$ cat config.mk
export PLATFORM = sky130hd
export DESIGN_NAME = mul_div_unit
export DESIGN_NICKNAME = d
export VERILOG_FILES = /design/src/rtl/mul_div_unit.sv
export SDC_FILE = /design/constraint.sdc
export NUM_CORES = 1
export LEC_CHECK = 0
export ABC_AREA = 1
export BUFFER_PORTS_ARGS = -buffer_cell sky130_fd_sc_hd__buf_2
export CORE_MARGIN = 3
export CORE_UTILIZATION = 50
export DETAILED_ROUTE_END_ITERATION = 6
export PLACE_DENSITY_LB_ADDON = 0.12
export SLEW_MARGIN = 20
export SYNTH_ARGS = -nofsm -noshare
export SYNTH_HDL_FRONTEND = slang
export SYNTH_SLANG_ARGS = --single-unit
$ cat constraint.sdc
create_clock -name clk -period 3.2 [get_ports clk]
set_input_delay 0.32 -clock clk [delete_from_list [all_inputs] [get_ports clk]]
set_output_delay 0.32 -clock clk [all_outputs]
set_load 0.1 [all_outputs]
$ cat src/rtl/mul_div_unit.sv
// ============================================================================
// Module  : mul_div_unit
// Purpose : Iterative shift-add multiplier / restoring divider with HI/LO regs.
// Revision: 1.0 - initial release
// ============================================================================
`default_nettype none

module mul_div_unit #(
    parameter int WIDTH = 32
) (
    input  logic             clk,
    input  logic             rst_n,
    input  logic             start,
    input  logic [5:0]       funct,
    input  logic [WIDTH-1:0] in1,
    input  logic [WIDTH-1:0] in2,
    input  logic             flush,
    output logic             busy,
    output logic             done,
    output logic [WIDTH-1:0] hi,
    output logic [WIDTH-1:0] lo,
    output logic [WIDTH-1:0] out
);

    localparam logic [5:0] c_MFHI  = 6'h10;
    localparam logic [5:0] c_MTHI  = 6'h11;
    localparam logic [5:0] c_MFLO  = 6'h12;
    localparam logic [5:0] c_MTLO  = 6'h13;
    localparam logic [5:0] c_MULT  = 6'h18;
    localparam logic [5:0] c_MULTU = 6'h19;
    localparam logic [5:0] c_DIV   = 6'h1A;
    localparam logic [5:0] c_DIVU  = 6'h1B;

    localparam int            CW         = $clog2(WIDTH);
    localparam logic [CW-1:0] c_CNT_LAST = CW'(WIDTH - 1);
    localparam logic [CW-1:0] c_CNT_ONE  = CW'(1);

    typedef enum logic [1:0] {S_IDLE, S_MUL, S_DIV, S_FIX} state_t;

    state_t             state_q;
    logic [CW-1:0]      cnt_q;
    logic [WIDTH-1:0]   opa_q;     // multiplier / dividend-then-quotient shift register
    logic [WIDTH-1:0]   opb_q;     // multiplicand / divisor
    logic [2*WIDTH-1:0] acc_q;     // product accumulator; low half holds the remainder
    logic               neg_q;     // product or quotient sign
    logic               rneg_q;
    logic               dz_q;
    logic               is_div_q;
    logic               busy_q;
    logic               done_q;
    logic [WIDTH-1:0]   hi_q;
    logic [WIDTH-1:0]   lo_q;

    logic               is_signed;
    logic [WIDTH-1:0]   mag1, mag2;
    logic [WIDTH:0]     mul_sum_d;
    logic [2*WIDTH-1:0] mul_acc_d;
    logic [WIDTH:0]     div_shift_d;
    logic [WIDTH+1:0]   div_diff_d;
    logic               div_qbit_d;
    logic [WIDTH-1:0]   div_rem_d;
    logic [2*WIDTH-1:0] prod_fix_d;
    logic [WIDTH-1:0]   quo_fix_d, rem_fix_d;
    logic               w_unused;

    always_comb begin
        is_signed   = (funct == c_MULT) || (funct == c_DIV);
        mag1        = (is_signed && in1[WIDTH-1]) ? -in1 : in1;
        mag2        = (is_signed && in2[WIDTH-1]) ? -in2 : in2;

        mul_sum_d   = {1'b0, acc_q[2*WIDTH-1:WIDTH]} + {1'b0, (opa_q[0] ? opb_q : {WIDTH{1'b0}})};
        mul_acc_d   = {mul_sum_d, acc_q[WIDTH-1:1]};

        // The partial remainder is always below the divisor, so WIDTH+1 bits hold the shift.
        div_shift_d = {acc_q[WIDTH-1:0], opa_q[WIDTH-1]};
        div_diff_d  = {1'b0, div_shift_d} - {2'b00, opb_q};
        div_qbit_d  = ~div_diff_d[WIDTH+1];
        div_rem_d   = div_qbit_d ? div_diff_d[WIDTH-1:0] : div_shift_d[WIDTH-1:0];
        w_unused    = div_diff_d[WIDTH];

        prod_fix_d  = neg_q ? -acc_q : acc_q;
        // A zero divisor yields an all-ones quotient that must not be sign-corrected.
        quo_fix_d   = (neg_q && !dz_q) ? -opa_q : opa_q;
        rem_fix_d   = rneg_q ? -acc_q[WIDTH-1:0] : acc_q[WIDTH-1:0];
    end

    always_ff @(posedge clk or negedge rst_n) begin
        if (!rst_n) begin
            state_q  <= S_IDLE;
            cnt_q    <= '0;
            opa_q    <= '0;
            opb_q    <= '0;
            acc_q    <= '0;
            neg_q    <= 1'b0;
            rneg_q   <= 1'b0;
            dz_q     <= 1'b0;
            is_div_q <= 1'b0;
            busy_q   <= 1'b0;
            done_q   <= 1'b0;
            hi_q     <= '0;
            lo_q     <= '0;
        end else begin
            done_q <= 1'b0;
            case (state_q)
                S_IDLE: begin
                    if (start) begin
                        case (funct)
                            c_MULT, c_MULTU: begin
                                opa_q    <= mag2;
                                opb_q    <= mag1;
                                acc_q    <= '0;
                                cnt_q    <= '0;
                                neg_q    <= is_signed && (in1[WIDTH-1] ^ in2[WIDTH-1]);
                                rneg_q   <= 1'b0;
                                dz_q     <= 1'b0;
                                is_div_q <= 1'b0;
                                busy_q   <= 1'b1;
                                state_q  <= S_MUL;
                            end
                            c_DIV, c_DIVU: begin
                                opa_q    <= mag1;
                                opb_q    <= mag2;
                                acc_q    <= '0;
                                cnt_q    <= '0;
                                neg_q    <= is_signed && (in1[WIDTH-1] ^ in2[WIDTH-1]);
                                rneg_q   <= is_signed && in1[WIDTH-1];
                                dz_q     <= (in2 == '0);
                                is_div_q <= 1'b1;
                                busy_q   <= 1'b1;
                                state_q  <= S_DIV;
                            end
                            c_MTHI:  hi_q <= in1;
                            c_MTLO:  lo_q <= in1;
                            default: ;
                        endcase
                    end
                end
                S_MUL, S_DIV: begin
                    if (flush) begin
                        busy_q  <= 1'b0;
                        state_q <= S_IDLE;
                    end else begin
                        if (state_q == S_MUL) begin
                            acc_q <= mul_acc_d;
                            opa_q <= {1'b0, opa_q[WIDTH-1:1]};
                        end else begin
                            acc_q <= {{WIDTH{1'b0}}, div_rem_d};
                            opa_q <= {opa_q[WIDTH-2:0], div_qbit_d};
                        end
                        cnt_q <= cnt_q + c_CNT_ONE;
                        if (cnt_q == c_CNT_LAST) state_q <= S_FIX;
                    end
                end
                S_FIX: begin
                    busy_q  <= 1'b0;
                    state_q <= S_IDLE;
                    if (!flush) begin
                        done_q <= 1'b1;
                        if (is_div_q) begin
                            hi_q <= rem_fix_d;
                            lo_q <= quo_fix_d;
                        end else begin
                            hi_q <= prod_fix_d[2*WIDTH-1:WIDTH];
                            lo_q <= prod_fix_d[WIDTH-1:0];
                        end
                    end
                end
                default: begin
                    busy_q  <= 1'b0;
                    state_q <= S_IDLE;
                end
            endcase
        end
    end

    assign busy = busy_q;
    assign done = done_q;
    assign hi   = hi_q;
    assign lo   = lo_q;
    assign out  = (funct == c_MFHI) ? hi_q :
                  (funct == c_MFLO) ? lo_q : {WIDTH{1'b0}};

endmodule

`default_nettype wire
==> key figures <==
Outcome
  – Status: finished with violations
  – Failing checks: design-rule violations

Clock tree
  – CTS tree: yes
  – Clock transition at path regs: ~0.06 ns
  – Max clock buf depth: 3
  – CTS Sinks: ~210
  – H-tree depth: 1
  – Worst skew pair latency: around 0.57 ns
  – CTS Root Cell: clkbuf_16
  – Cts bufs inserted: 26

Timing
  – Fin crit share: 0.9333
  – Worst Tran Pin Value: approximately 1.1 ns
  – Setup_tns: 0 ns
  – WHS: about 0.14 ns
  – Slew Limit Fails: 0
  – Setup Skew: about 0.017 ns
  – Fmax: around 330 MHz
  – Period minus WS final: 2.987 ns
  – Final hold viol count: 0
  – # setup viols final: 0
  – Rel. slew slack: 0.2750
  – RSZ-0062 raised after global routing: no

Layout
  – Most frequent cells in the layout: 952 x nand2_1, 494 x nor2_1, 411 x inv_1
  – Commonest non-fill, non-tap cell in the layout: nand2_1
  – Synthesis-to-finish area growth: 13.95%
  – Nets: between 3000 and 4000
  – Proportion of layout cells with a drive suffix above 1: 0.09745

Routing
  – Total Wirelength: 97700 µm
  – TritonRoute pass-1 iters: 7
  – Vias/cell: ~6
  – DRT antenna net count: 0
  – Vias: about 26000
  – Drt wl/cell: ~23 µm
  – Drt drc: 2
  – DRT iter0 DRCs: 3511

Floorplanning
  – DIE AREA: roughly 0.044 mm²
  – Number of placed I/O pins: around 170
  – Initial Utilization: 0.5083
  – Row Count: 74
  – Die Span Y: 210.0 µm
  – Core region area: 0.04092 mm²
  – Die Span X: about 210 µm

Critical path
  – Internal reg-to-reg setup slack: about 0.21 ns
  – Crit. End Element: register
  – WS Path Type: register to register
  – FF-to-FF path depth: 12
  – Crit path DAT: 3.49 ns
  – Worst path required time: between 3 and 4 ns
  – Startpoint Class: register
  – Worst-path maximum fanout: 38

Placed design
  – Final HPWL DP: between 70000 and 80000 µm
  – Port buffer count: ~170
  – RD Place Congestion: between 1 and 1.5

Synth
  – Ys Warns: 0
  – #FFs+latches synth: between 200 and 250
  – Netlist cell types: 52
  – Mapped Cells: 3499
  – Syn_area_per_cell: approximately 6 µm²
  – Syn Nets: about 3600
  – Sequential share of the synthesized area: 0.2466
  – Netlist Area Pre-Place: roughly 0.021 mm²

Global routing
  – First-pass GRT wire length: ~140000 µm
  – GRT Overall Usage: 0.4240
  – GRT Residual Overflow: 0
  – Antenna violations before repair: 7
  – Largest net degree at the start of global routing: 103
  – Vias in the first global route: 23600

Worst hold path
  – Hold crit path type: primary input to register
  – Hold depth: 3

Job
  – Max_cap viols: 0
[worst max-delay path, stage by stage, from the launching register on]
cell     delay [ns]
dfrtp_1        0.58
inv_1          0.18
ha_1           0.43
nand2_1        0.11
o21ai_1        0.25
a21oi_2        0.12
nor2_1         0.18
nor2_4         0.07
nand2_4        0.43
nand3_1        0.30
nand2_1        0.14
nand2_1        0.06
nand2_1        0.05
[final cells by class]
class | count | area (µm²)
inverters | 427 | 1603
diodes | 5 | 12.51
fillers | 4042 | 17220
flip-flops and latches | 205 | 5132
repair buffers | 250 | 1968
clock buffers | 35 | 745.7
clock inverters | 10 | 118.9
well taps | 532 | 665.6
multi-input cells | 2726 | 13460
[cell families (layout without fill, tap and decap cells)]
| logic type | count (synthesis) | after routing | synth area share |
|---|---|---|---|
| AOI/OAI and AO/OA | 694 | 694 | 0.1895 |
| xor gates and xnor gates | 85 | 85 | 0.03579 |
| adders and majority gates | 75 | 75 | 0.04583 |
| buffers and inverters | 568 | 722 | 0.1069 |
| DFF | 205 | 205 | 0.2466 |
| other | 0 | 5 | 0 |
| and+or+nand+nor | 1872 | 1872 | 0.3753 |
[registers in the layout (all words and copies together), names as in the netlist]
name      flops
acc_q        64
busy          1
cnt_q         5
done          1
dz_q          1
hi           32
is_div_q      1
lo           32
neg_q         1
opa_q        32
opb_q        32
rneg_q        1
state_q       2
[final timing paths]
path | to | start
max | acc_q[26]$_DFFE_PN0P_ | opb_q[20]$_DFFE_PN0P_
min | hi[1]$_DFFE_PN0P_ | in1[1]
max reg2reg | acc_q[26]$_DFFE_PN0P_ | opb_q[20]$_DFFE_PN0P_
min reg2reg | cnt_q[4]$_DFFE_PN0P_ | cnt_q[4]$_DFFE_PN0P_
max in group asynchronous | opb_q[20]$_DFFE_PN0P_ | rst_n
min in group asynchronous | acc_q[62]$_DFFE_PN0P_ | rst_n
[synthesized netlist by cell type, drive strengths merged]
library cell / number / share of area
a2bb2oi: 1 / 0.00042
a31oi: 3 / 0.00090
nand2: 965 / 0.18
dfrtp: 205 / 0.25
fa: 2 / 0.0019
o31ai: 7 / 0.0025
xnor2: 11 / 0.0046
o211ai: 32 / 0.012
inv: 424 / 0.077
o2bb2ai: 1 / 0.00042
buf: 51 / 0.014
nor3b: 1 / 0.00036
a21oi: 284 / 0.069
a221oi: 29 / 0.012
and2: 5 / 0.0015
o21a: 4 / 0.0014
a211oi: 5 / 0.0018
nand3b: 10 / 0.0036
nand4: 37 / 0.011
a31o: 1 / 0.00042
a2111oi: 1 / 0.00042
o21bai: 4 / 0.0014
ha: 73 / 0.044
a32o: 1 / 0.00048
clkinv: 3 / 0.00054
clkbuf: 90 / 0.016
nand3: 301 / 0.075
a22oi: 36 / 0.013
nor4: 2 / 0.0013
o2111ai: 1 / 0.00042
or2: 5 / 0.0015
nor3: 32 / 0.0079
xor2: 74 / 0.031
o221ai: 14 / 0.0059
o21ai: 225 / 0.054
o22ai: 45 / 0.014
nor2: 514 / 0.096
[through the flow]
step	setup slack, ns	utilization	cells	area [µm²]
2_1_floorplan	0.3219	-	3499	20800
3_3_place_gp	0.3334	0.5573	4138	22810
3_5_place_dp	0.3328	0.5573	4138	22810
4_1_cts	0.3274	0.5789	4185	23690
5_1_grt	0.05430	0.5790	4187	23700
6_report	0.2135	0.5792	4190	23700
[metal layers]
| layer | wire length [µm] | share of wire | global-route usage |
|---|---|---|---|
| met1 | 37660 | 0.39 | 0.5663 |
| met2 | 40140 | 0.41 | 0.6221 |
| met3 | 12970 | 0.13 | 0.1140 |
| met4 | 6902 | 0.071 | 0.2409 |
| met5 | 23 | 0.00024 | 0 |
[repair_timing]
action	in CTS	in global routing
gates resized for setup	0	0
buffers inserted	0	0
hold endpoints to repair	97	0
hold buffers	2	0
Power is left out: the tool's default activity adds up to more than one toggle a clock period on the data nets, which glitch-free logic cannot reach.
